`config.mk`:
```
export PLATFORM = sky130hd
export DESIGN_NAME = imm_extend_pipe
export DESIGN_NICKNAME = d
export VERILOG_FILES = /design/src/rtl/imm_ext_pkg.sv /design/src/rtl/skid_reg2.sv /design/src/rtl/imm_extend_pipe.sv
export SDC_FILE = /design/constraint.sdc
export NUM_CORES = 1
export LEC_CHECK = 0
export ABC_CLOCK_PERIOD_IN_PS = 2700
export BUFFER_PORTS_ARGS = -buffer_cell sky130_fd_sc_hd__buf_2
export CORE_UTILIZATION = 50
export DETAILED_ROUTE_END_ITERATION = 10
export PLACE_DENSITY = 0.73
export SYNTH_ARGS = -nofsm -noshare
export SYNTH_HDL_FRONTEND = slang
export SYNTH_SLANG_ARGS = --single-unit
```
`constraint.sdc`:
```
create_clock -name clk -period 2.7 [get_ports clk]
set_clock_uncertainty 0.2 [all_clocks]
set_input_delay 0.675 -clock clk [delete_from_list [all_inputs] [get_ports clk]]
set_output_delay 0.675 -clock clk [all_outputs]
set_load 0.02 [all_outputs]
```
`src/rtl/imm_ext_pkg.sv`:
```
// Shared mode encodings and the width-generic immediate extension function
// used by the immediate-extension pipeline stage.
package imm_ext_pkg;

  localparam logic [1:0] MODE_SIGN = 2'b00;
  localparam logic [1:0] MODE_ZERO = 2'b01;
  localparam logic [1:0] MODE_LUI  = 2'b10;
  localparam logic [1:0] MODE_SHL2 = 2'b11;

  // Working width of ext_imm; callers need IN_W+2 <= OUT_W < EXT_MAX_W.
  localparam int EXT_MAX_W = 128;

  // Extends the low in_w bits of imm to out_w bits; bits at or above out_w
  // are returned as zero so the caller can slice the low out_w bits.
  function automatic logic [EXT_MAX_W-1:0] ext_imm(
    input logic [EXT_MAX_W-1:0] imm,
    input logic [1:0]           mode,
    input int                   in_w,
    input int                   out_w
  );
    logic [EXT_MAX_W-1:0] ones;
    logic [EXT_MAX_W-1:0] one;
    logic [EXT_MAX_W-1:0] in_mask;
    logic [EXT_MAX_W-1:0] out_mask;
    logic [EXT_MAX_W-1:0] field;
    logic [EXT_MAX_W-1:0] sext;
    logic [EXT_MAX_W-1:0] res;
    logic                 sign;
    ones     = {EXT_MAX_W{1'b1}};
    one      = {{(EXT_MAX_W-1){1'b0}}, 1'b1};
    in_mask  = ~(ones << in_w);
    out_mask = ~(ones << out_w);
    field    = imm & in_mask;
    sign     = |(imm & (one << (in_w - 1)));
    sext     = sign ? (field | ~in_mask) : field;
    case (mode)
      MODE_SIGN: res = sext;
      MODE_ZERO: res = field;
      MODE_LUI:  res = field << (out_w - in_w);
      default:   res = sext << 2;
    endcase
    return res & out_mask;
  endfunction

endpackage

```
`src/rtl/skid_reg2.sv`:
```
// Generic two-entry valid/ready skid buffer: a main output register plus one
// skid register that catches the entry accepted while the output is stalled.
module skid_reg2 #(
  parameter int DATA_W = 8
) (
  input  logic              clk,
  input  logic              reset,
  input  logic              in_valid,
  output logic              in_ready,
  input  logic [DATA_W-1:0] in_data,
  output logic              out_valid,
  input  logic              out_ready,
  output logic [DATA_W-1:0] out_data
);

  logic              main_valid_q, main_valid_d;
  logic [DATA_W-1:0] main_data_q,  main_data_d;
  logic              skid_valid_q, skid_valid_d;
  logic [DATA_W-1:0] skid_data_q,  skid_data_d;

  logic accept;
  logic main_free;

  assign in_ready  = ~skid_valid_q & ~reset;
  assign accept    = in_valid & in_ready;
  assign main_free = ~main_valid_q | out_ready;

  always_comb begin
    main_valid_d = main_valid_q;
    main_data_d  = main_data_q;
    skid_valid_d = skid_valid_q;
    skid_data_d  = skid_data_q;
    if (main_free) begin
      if (skid_valid_q) begin
        // The older skid entry always drains ahead of anything newer.
        main_valid_d = 1'b1;
        main_data_d  = skid_data_q;
        skid_valid_d = accept;
        if (accept) begin
          skid_data_d = in_data;
        end
      end else begin
        main_valid_d = accept;
        if (accept) begin
          main_data_d = in_data;
        end
      end
    end else if (accept) begin
      skid_valid_d = 1'b1;
      skid_data_d  = in_data;
    end
  end

  always_ff @(posedge clk) begin
    if (reset) begin
      main_valid_q <= 1'b0;
      main_data_q  <= '0;
      skid_valid_q <= 1'b0;
      skid_data_q  <= '0;
    end else begin
      main_valid_q <= main_valid_d;
      main_data_q  <= main_data_d;
      skid_valid_q <= skid_valid_d;
      skid_data_q  <= skid_data_d;
    end
  end

  assign out_valid = main_valid_q;
  assign out_data  = main_data_q;

endmodule

```
`src/rtl/imm_extend_pipe.sv`:
```
// Pipelined immediate-extension stage: extends the immediate combinationally
// at the input and stores {extended value, tag} in a two-entry skid buffer.
module imm_extend_pipe
  import imm_ext_pkg::*;
#(
  parameter int IN_W  = 16,
  parameter int OUT_W = 32,
  parameter int TAG_W = 5
) (
  input  logic             clk,
  input  logic             reset,
  input  logic             in_valid,
  output logic             in_ready,
  input  logic [IN_W-1:0]  in_imm,
  input  logic [1:0]       in_mode,
  input  logic [TAG_W-1:0] in_tag,
  output logic             out_valid,
  input  logic             out_ready,
  output logic [OUT_W-1:0] out_data,
  output logic [TAG_W-1:0] out_tag
);

  localparam int ENTRY_W = OUT_W + TAG_W;

  logic [EXT_MAX_W-1:0] ext_full;
  logic                 ext_unused;
  logic [ENTRY_W-1:0]   entry_in;
  logic [ENTRY_W-1:0]   entry_out;

  // Mode is consumed here; only the extended value travels down the pipe.
  assign ext_full   = ext_imm(EXT_MAX_W'(in_imm), in_mode, IN_W, OUT_W);
  assign ext_unused = ^ext_full[EXT_MAX_W-1:OUT_W];
  assign entry_in   = {ext_full[OUT_W-1:0], in_tag};

  skid_reg2 #(
    .DATA_W (ENTRY_W)
  ) u_skid (
    .clk       (clk),
    .reset     (reset),
    .in_valid  (in_valid),
    .in_ready  (in_ready),
    .in_data   (entry_in),
    .out_valid (out_valid),
    .out_ready (out_ready),
    .out_data  (entry_out)
  );

  assign out_data = entry_out[TAG_W +: OUT_W];
  assign out_tag  = entry_out[TAG_W-1:0];

endmodule

```
# Word-level counts from Yosys, hierarchy flattened
# Cells that the tools add are included.
[totals] out_inout_bits=39 in_bits=27 wordCells=28 ff_bits=76
[classes] muxes=11 bitwise=6 n_eq_ne=3 reduce_logical=4
[op_table] operator="$mux 37" n=5
[op_table] operator="$pmux 32 s3" n=1
[op_table] operator="$mux 32" n=1
[op_table] operator="$mux 1" n=4
[op_table] operator="$reduce_bool 2->1" n=2
[op_table] operator="$not 1->1" n=3
[op_table] operator="$and 1x1->1" n=2
[op_table] operator="$eq 2x1->1 const B" n=1
[op_table] operator="$eq 2x2->1 const B" n=1
[op_table] operator="$logic_not 2->1" n=1
[op_table] operator="$ne 2x1->1 const B" n=1
[op_table] operator="$reduce_and 2->1" n=1
[op_table] operator="$or 1x1->1" n=1

# Longest topological paths before layout
# Gate-level depths: netlist of the first run.
[logic_depth] word_depth=6 ltp_mapped=7 mapped_depth_nobuf=4

# By module
# A second synthesis of the first run with hierarchy kept.
[unflattened] hier_cells=410 hier_area_um2=3966.3
[modules_own_cells] module="skid_reg2" n_inst=1 cells_each=351 seq_area_each_um2=1521.5 area_per_inst_um2=3455.8
[modules_own_cells] module="imm_extend_pipe" n_inst=1 cells_each=59 seq_area_each_um2=0.0 area_per_inst_um2=510.5

# Worst setup path after synthesis of the first run
# OpenSTA, ideal clock, no wires.
[synth_path] path_kind="input to register" startpoint="input reset" endpoint="register u_skid.skid_data_q[19]" setup_slack_ns=0.775 arrival_time_ns=1.645 cell_stages=7 setup_ns=0.080 path_cell_list="buf_2 > nor2_4 > and3_1 > buf_4 > buf_4 > nor2_1 > a211oi_2"
[synth_between] elab_chain_cells=6
[synth_lines] item="start, declared" line="imm_extend_pipe.sv:11" text="input logic reset,"
[synth_lines] item="$not 1->1 *" line="skid_reg2.sv:24" text="assign in_ready = ~skid_valid_q & ~reset;"
[synth_lines] item="$and 1x1->1 *" line="skid_reg2.sv:24"
[synth_lines] item="via in_ready" line="imm_extend_pipe.sv:13" text="output logic in_ready,"
[synth_lines] item="$and 1x1->1 *" line="skid_reg2.sv:25" text="assign accept = in_valid & in_ready;"
[synth_lines] item="$mux 37 *"
[synth_lines] item="$mux 37"
[synth_lines] item="$mux 37 *"
[synth_lines] item="end signal, assigned" line="skid_reg2.sv:64" text="skid_data_q <= skid_data_d;"
[synth_lines] item="end, declared" line="skid_reg2.sv:19" text="logic [DATA_W-1:0] skid_data_q, skid_data_d;"
# The timed path passes the listed nets; every way through them passes the cells marked *. The select of a mux whose other input is x is not followed.
# A chain may end at the register's enable or synchronous reset.

# Worst setup path after layout of the first run
[layout_path] startpoint="register u_skid.skid_valid_q" endpoint="output in_ready"
[layout_between] elab_chain_cells=2
[layout_lines] item="start, declared" line="skid_reg2.sv:18" text="logic skid_valid_q, skid_valid_d;"
[layout_lines] item="start signal, assigned" line="skid_reg2.sv:63" text="skid_valid_q <= skid_valid_d;"
[layout_lines] item="$not 1->1" line="skid_reg2.sv:24"
[layout_lines] item="$and 1x1->1" line="skid_reg2.sv:24"
[layout_lines] item="end, declared" line="imm_extend_pipe.sv:13"
# Every way passes these cells.

==> results of run 1 <==
per-layer routing:
layer  GRT usage (%)  wire (um)  vias up
li1                -          -     1500
met1            30.4       3770     1322
met2            32.0       3320       68
met3            5.25        310        2
met4            5.86         23        0
met5               0          0        -
power breakdown:
group          internal (mW)  total (mW)  switching [mW]
clock network          0.425       0.834           0.409
registers               1.17        1.20          0.0252
logic                  0.121       0.330           0.208
total                   1.72        2.36           0.642
stage by stage:
stage,setup WS [ns],hold slack [ns],std cells
3_5_place_dp,0.289,0.231,513
2_1_floorplan,0.775,0.236,400
6_report,0.538,0.239,529
5_1_grt,0.428,0.259,529
4_1_cts,0.511,0.244,529
3_3_place_gp,0.348,0.228,513
sequential cells by signal (all words and copies together) (netlist names):
signal	count
u_skid.skid_data_q	37
u_skid.out_data	37
u_skid.skid_valid_q	1
u_skid.out_valid	1
critical path: stages, from the launching register on:
cell and delay (ns):
dfxtp_1 0.70, nor2_4 0.08, buf_2 0.18
logic make-up (layout without fill, tap and decap cells):
logic type	Yosys count	count (layout)
compound gates	111	111
buf+inv	39	91
flops	76	76
mux	7	7
simple gates	167	167
cell usage in the layout (no fill, tap or decap), types with 2 or more instances in the layout:
cell type,netlist,layout
a211oi_1,14,14
a211oi_2,8,8
a21boi_0,9,9
a21boi_1,4,4
a21oi_1,23,23
a21oi_2,2,2
a22o_1,15,15
a31oi_1,2,2
buf_2,7,65
buf_4,14,6
clkbuf_8,0,9
clkinvlp_4,0,4
dfxtp_1,76,76
inv_1,2,2
mux2_2,2,2
mux2i_1,5,5
nand2_1,56,56
nand2b_1,15,15
nand3_1,3,3
nand3b_1,2,2
nor2_1,38,38
nor2b_1,14,14
nor3_1,28,28
nor3b_1,2,2
o21ai_0,15,15
o221ai_1,13,13
path summary, 6_finish.rpt:
path                            start                   to
setup / recovery  u_skid.skid_valid_q             in_ready
setup reg to reg  u_skid.skid_valid_q  u_skid.out_data[25]
hold reg to reg   u_skid.out_data[27]  u_skid.out_data[27]
hold / removal    u_skid.out_data[27]  u_skid.out_data[27]
layout make-up:
type                       count  area share (%)
inverter                       3           0.287
clock buffer                  10            3.25
multi-input combinational    285            43.7
sequential                    76            38.7
timing repair buffer          72            9.94
tap                           77            2.45
clock inverter                 6            1.66
==> impl_metrics.csv, run 1 <==
group,metric,value,unit
yosys,synthAdderAreaFrac,0,%
grt,grt_max_degree,53,
pwr,p_leak,1.56,nW
final_layout,post-route-util,60.5,%
yosys,synthSimpleGateAreaFrac,23.7,%
yosys,synthTopCellsByArea,"dfxtp_1 44%, nand2_1 6.1%, nor2_1 4.1%",
detailed_routing,ant_nets,0,
final_layout,syn_to_final_growth,13.6,%
final_layout,antenna_cells,0,
setup_path,worstPathRequired,1.82,ns
yosys,synth_nets,427,
yosys,synthTopCellsByCount,"76 x dfxtp_1, 56 x nand2_1, 38 x nor2_1, 28 x nor3_1, 23 x a21oi_1",
timing,finalSetupTns,0,ns
final_layout,nets,474,
grt,antenna_found_initial,0,
die,dieWidth,85.2,um
yosys,yosysTopAreaCellShare,44.0,%
clock_network,cts_resized,0,
placed_design,dp_hpwl,4960,um
timing,hold_viol,0,
die,num_io_pins,66,
yosys,synth_top_family_by_area,"compound AO/OA/AOI/OAI gates",
detailed_routing,first_iter_violations,119,
placed_design,port_buffers,65,
setup_path,path_max_fanout,9,
final_layout,seqCellArea,0.00152,sq mm
grt,grt_usage,21.3,%
yosys,async_reset_ff_share,0,%
final_layout,multi_input_area,0.00172,sq mm
yosys,syn_inst,400,
placed_design,placed_cell_area,0.00373,sq mm
final_layout,nFillCells,569,
die,rows,29,
clock_network,numCtsBuffers,9,
timing,fin_crit_sh,80.1,%
hold_path,whs_path_depth,2,
detailed_routing,drt-pass1-iter-count,4,
yosys,ys_seq_area_share,44.0,%
clock_network,clockRootBuffer,"clkbuf_8",
clock_network,h-tree-depth,3,
detailed_routing,num_vias,2892,
setup_path,startpoint_type,"register",
final_layout,drive_gt1_share,24.1,%
detailed_routing,wire_per_inst,14.0,um
yosys,synth-edff-count,0,
die,initial_core_util,53.2,%
yosys,synth_top_cell_by_area,"dfxtp_1",
yosys,synth.distinct_cells,43,
yosys,synthMuxAreaShare,2.10,%
flow_run,drv_cap,0,
setup_path,reg2reg_slack,0.55,ns
timing,worst_slew_pin_slew,0.952,ns
yosys,synth_compound_area_share,23.7,%
timing,setup_viol_count_final,0,
die,die-height,85.2,um
die,die_area,0.00725,sq mm
timing,clock.fmax,463,MHz
yosys,ys.flop_type,"dfxtp_1",
placed_design,gp_congestion,0.755,
clock_network,ctsHoldBuffers,0,
pwr,vdd_drop_max,412,uV
clock_network,postCtsSetupBuffers,0,
clock_network,cts_tree,"built",
detailed_routing,drt-total-wl,7430,um
die,core,0.00649,sq mm
hold_path,hp-class,"register to register",
clock_network,cts.sinks,76,
timing,report.final.slew_viol_count,0,
clock_network,path_clk_slew,0.08,ns
final_layout,fin_area,0.00393,sq mm
setup_path,cp.arrival,1.29,ns
setup_path,endpoint_kind,"primary output",
timing,period_needed,2.16,ns
clock_network,clockBufferDepth,2,
detailed_routing,via_per_inst,5.47,
yosys,synth_area,0.00346,sq mm
grt,grt_pass1_wl,12200,um
setup_path,r2r_cells,4,
clock_network,clock_latency,0.33,ns
outcome,status,"finished, final reports clean",
yosys,yosysMostFrequentCell,"dfxtp_1",
pwr,power.density,601,mW/mm^2
pwr,power.total,2.36,mW
setup_path,crit_type,"register to primary output",
yosys,synth-xor-area-share,0,%
grt,grt_pass1_vias,2527,
timing,rsz0062_at_grt,"no",
timing,slew_headroom,36.5,%
grt,grt-ovfl-total,0,
yosys,syn_area_per_cell,8.65,sq um
yosys,synth-warning-count,0,
detailed_routing,route.detailed.drc,0,
yosys,ys_seq_elements,76,
Power figures use the tool's default switching activity.
==> run 2: changes to the inputs <==
ABC_CLOCK_PERIOD_IN_PS = 1900   (was 2700)
PLACE_DENSITY = 0.76   (was 0.73)
clock period = 1.9 ns   (was 2.7 ns; I/O delays follow)
==> run 2 against run 1 <==
  * Core utilization grew 2.5 points
  * Routed wire length grew 11%
  * Setup slack lost 0.41 ns
  * Flip-flop and latch count is the same
  * Global-route usage grew 3.0 points
  * Non-clock buffer count grew 12
  * Via count grew 5.9%
  * Combinational power grew 53%
  * Sequential share of layout area shrank 1.6 points
  * Register-to-register slack lost 0.35 ns
  * Die area is the same
==> impl_metrics.csv, run 2 (synthesis results as in run 1) <==
group,metric,value,unit
timing,fin_ws,0.130,ns
setup_path,slowest_stage,"dfxtp_1",
final_layout,fin_area,0.00409,sq mm
detailed_routing,first_iter_violations,162,
final_layout,final_common_cell,"dfxtp_1",
clock_network,path_clk_slew,0.08,ns
clock_network,ctsHoldBuffers,0,
final_layout,nFillCells,551,
pwr,power.density,869,mW/mm^2
grt,grt_pass1_wl,13800,um
hold_path,hp-class,"input pin to register",
placed_design,placed_cell_area,0.00387,sq mm
final_layout,antenna_cells,0,
timing,rsz0062_at_grt,"no",
detailed_routing,num_vias,3063,
setup_path,cp.arrival,1.09,ns
grt,grt_max_degree,31,
clock_network,h-tree-depth,3,
timing,report.final.slew_viol_count,0,
clock_network,postCtsSetupBuffers,0,
placed_design,port_buffers,65,
die,die_area,0.00725,sq mm
die,num_io_pins,66,
clock_network,clockRootBuffer,"clkbuf_8",
pwr,p_leak,1.66,nW
detailed_routing,route.detailed.drc,0,
grt,met1_usage,32.8,%
timing,setup_viol_count_final,0,
clock_network,cts.sinks,76,
die,core,0.00649,sq mm
timing,slew_headroom,66.7,%
grt,grt.busiest_layer,"met2",
clock_network,clockBufferDepth,2,
detailed_routing,via_per_inst,5.66,
timing,period_needed,1.77,ns
grt,grt_pass1_vias,2859,
die,dieWidth,85.2,um
setup_path,worstPathRequired,1.22,ns
clock_network,cts_resized,0,
detailed_routing,drt-total-wl,8260,um
final_layout,fin_cells,541,
setup_path,path_max_fanout,6,
timing,clock.fmax,565,MHz
grt,grtUsageMet2,37.9,%
grt,use_met3,4.57,%
setup_path,endpoint_kind,"primary output",
timing,fin_crit_sh,93.2,%
detailed_routing,drt-pass1-iter-count,4,
timing,whs,0.174,ns
die,rows,29,
die,die-height,85.2,um
grt,grt_usage,24.2,%
final_layout,final_cell_mix,"76 x dfxtp_1, 65 x buf_2, 56 x nand2_1",
final_layout,drive_gt1_share,26.1,%
setup_path,startpoint_type,"register",
placed_design,post-place-ws,-0.0304,ns
detailed_routing,wire_per_inst,15.3,um
setup_path,crit_type,"register to primary output",
placed_design,dp_hpwl,5710,um
pwr,vdd_drop_max,429,uV
grt,antenna_found_initial,0,
detailed_routing,ant_nets,0,
die,initial_core_util,53.2,%
clock_network,clock_latency,0.34,ns
setup_path,crit_chain,"nor2_4 > buf_2",
clock_network,cts_tree,"built",
timing,hold_viol,0,
timing,finalSetupTns,0,ns
flow_run,drv_cap,0,
placed_design,gp_congestion,0.775,
timing,worst_slew_pin_slew,0.500,ns
setup_path,cpPeakStageDelay,0.52,ns
outcome,status,"finished, final reports clean",
final_layout,nets,486,
grt,grt-ovfl-total,0,
final_layout,syn_to_final_growth,18.3,%
clock_network,numCtsBuffers,9,
placed_design,dp_cells,525,
run 2: final timing paths:
kind	start	cells past startpoint	slack, ns	endpoint
max reg2reg	u_skid.skid_valid_q	4	0.20	u_skid.out_data[2]
max	u_skid.skid_valid_q	2	0.13	in_ready
min reg2reg	u_skid.out_data[26]	2	0.24	u_skid.out_data[26]
min	in_tag[1]	3	0.17	u_skid.skid_data_q[1]
run 2: where the power goes:
| group | internal, mW | switching [mW] | total [mW] |
|---|---|---|---|
| Combinational | 0.195 | 0.310 | 0.505 |
| Sequential | 1.66 | 0.0363 | 1.70 |
| Clock | 0.770 | 0.580 | 1.35 |
| Total | 2.63 | 0.926 | 3.55 |
run 2: critical path, delay by kind of cell, from the launching register on:
kind	cells	cell delay, ns
flip-flops	1	0.52
buffers and inverters	1	0.16
AND/OR/NAND/NOR	1	0.08
run 2: cell type report:
type	count	area (sq um)	area share [%]
clock buffer	11	141	3.46
tap	77	96.3	2.35
multi-input combinational	285	1720	41.9
sequential	76	1520	37.2
timing repair buffer	84	531	13.0
clock inverter	5	75.1	1.83
inverter	3	11.3	0.275
run 2: metrics by stage:
stage                     total power [mW]  util, %
after floorplan                       2.07        -
after global placement                2.23     59.7
after detailed placement              2.24     59.7
after CTS                             3.58     63.0
after global routing                  3.72     63.0
final                                 3.55     63.0
run 2: layer usage:
metal	share of wire (%)	up-vias
met5	0	-
met4	1.2	0
met3	5.4	10
met2	48	93
met1	46	1435
li1	-	1525
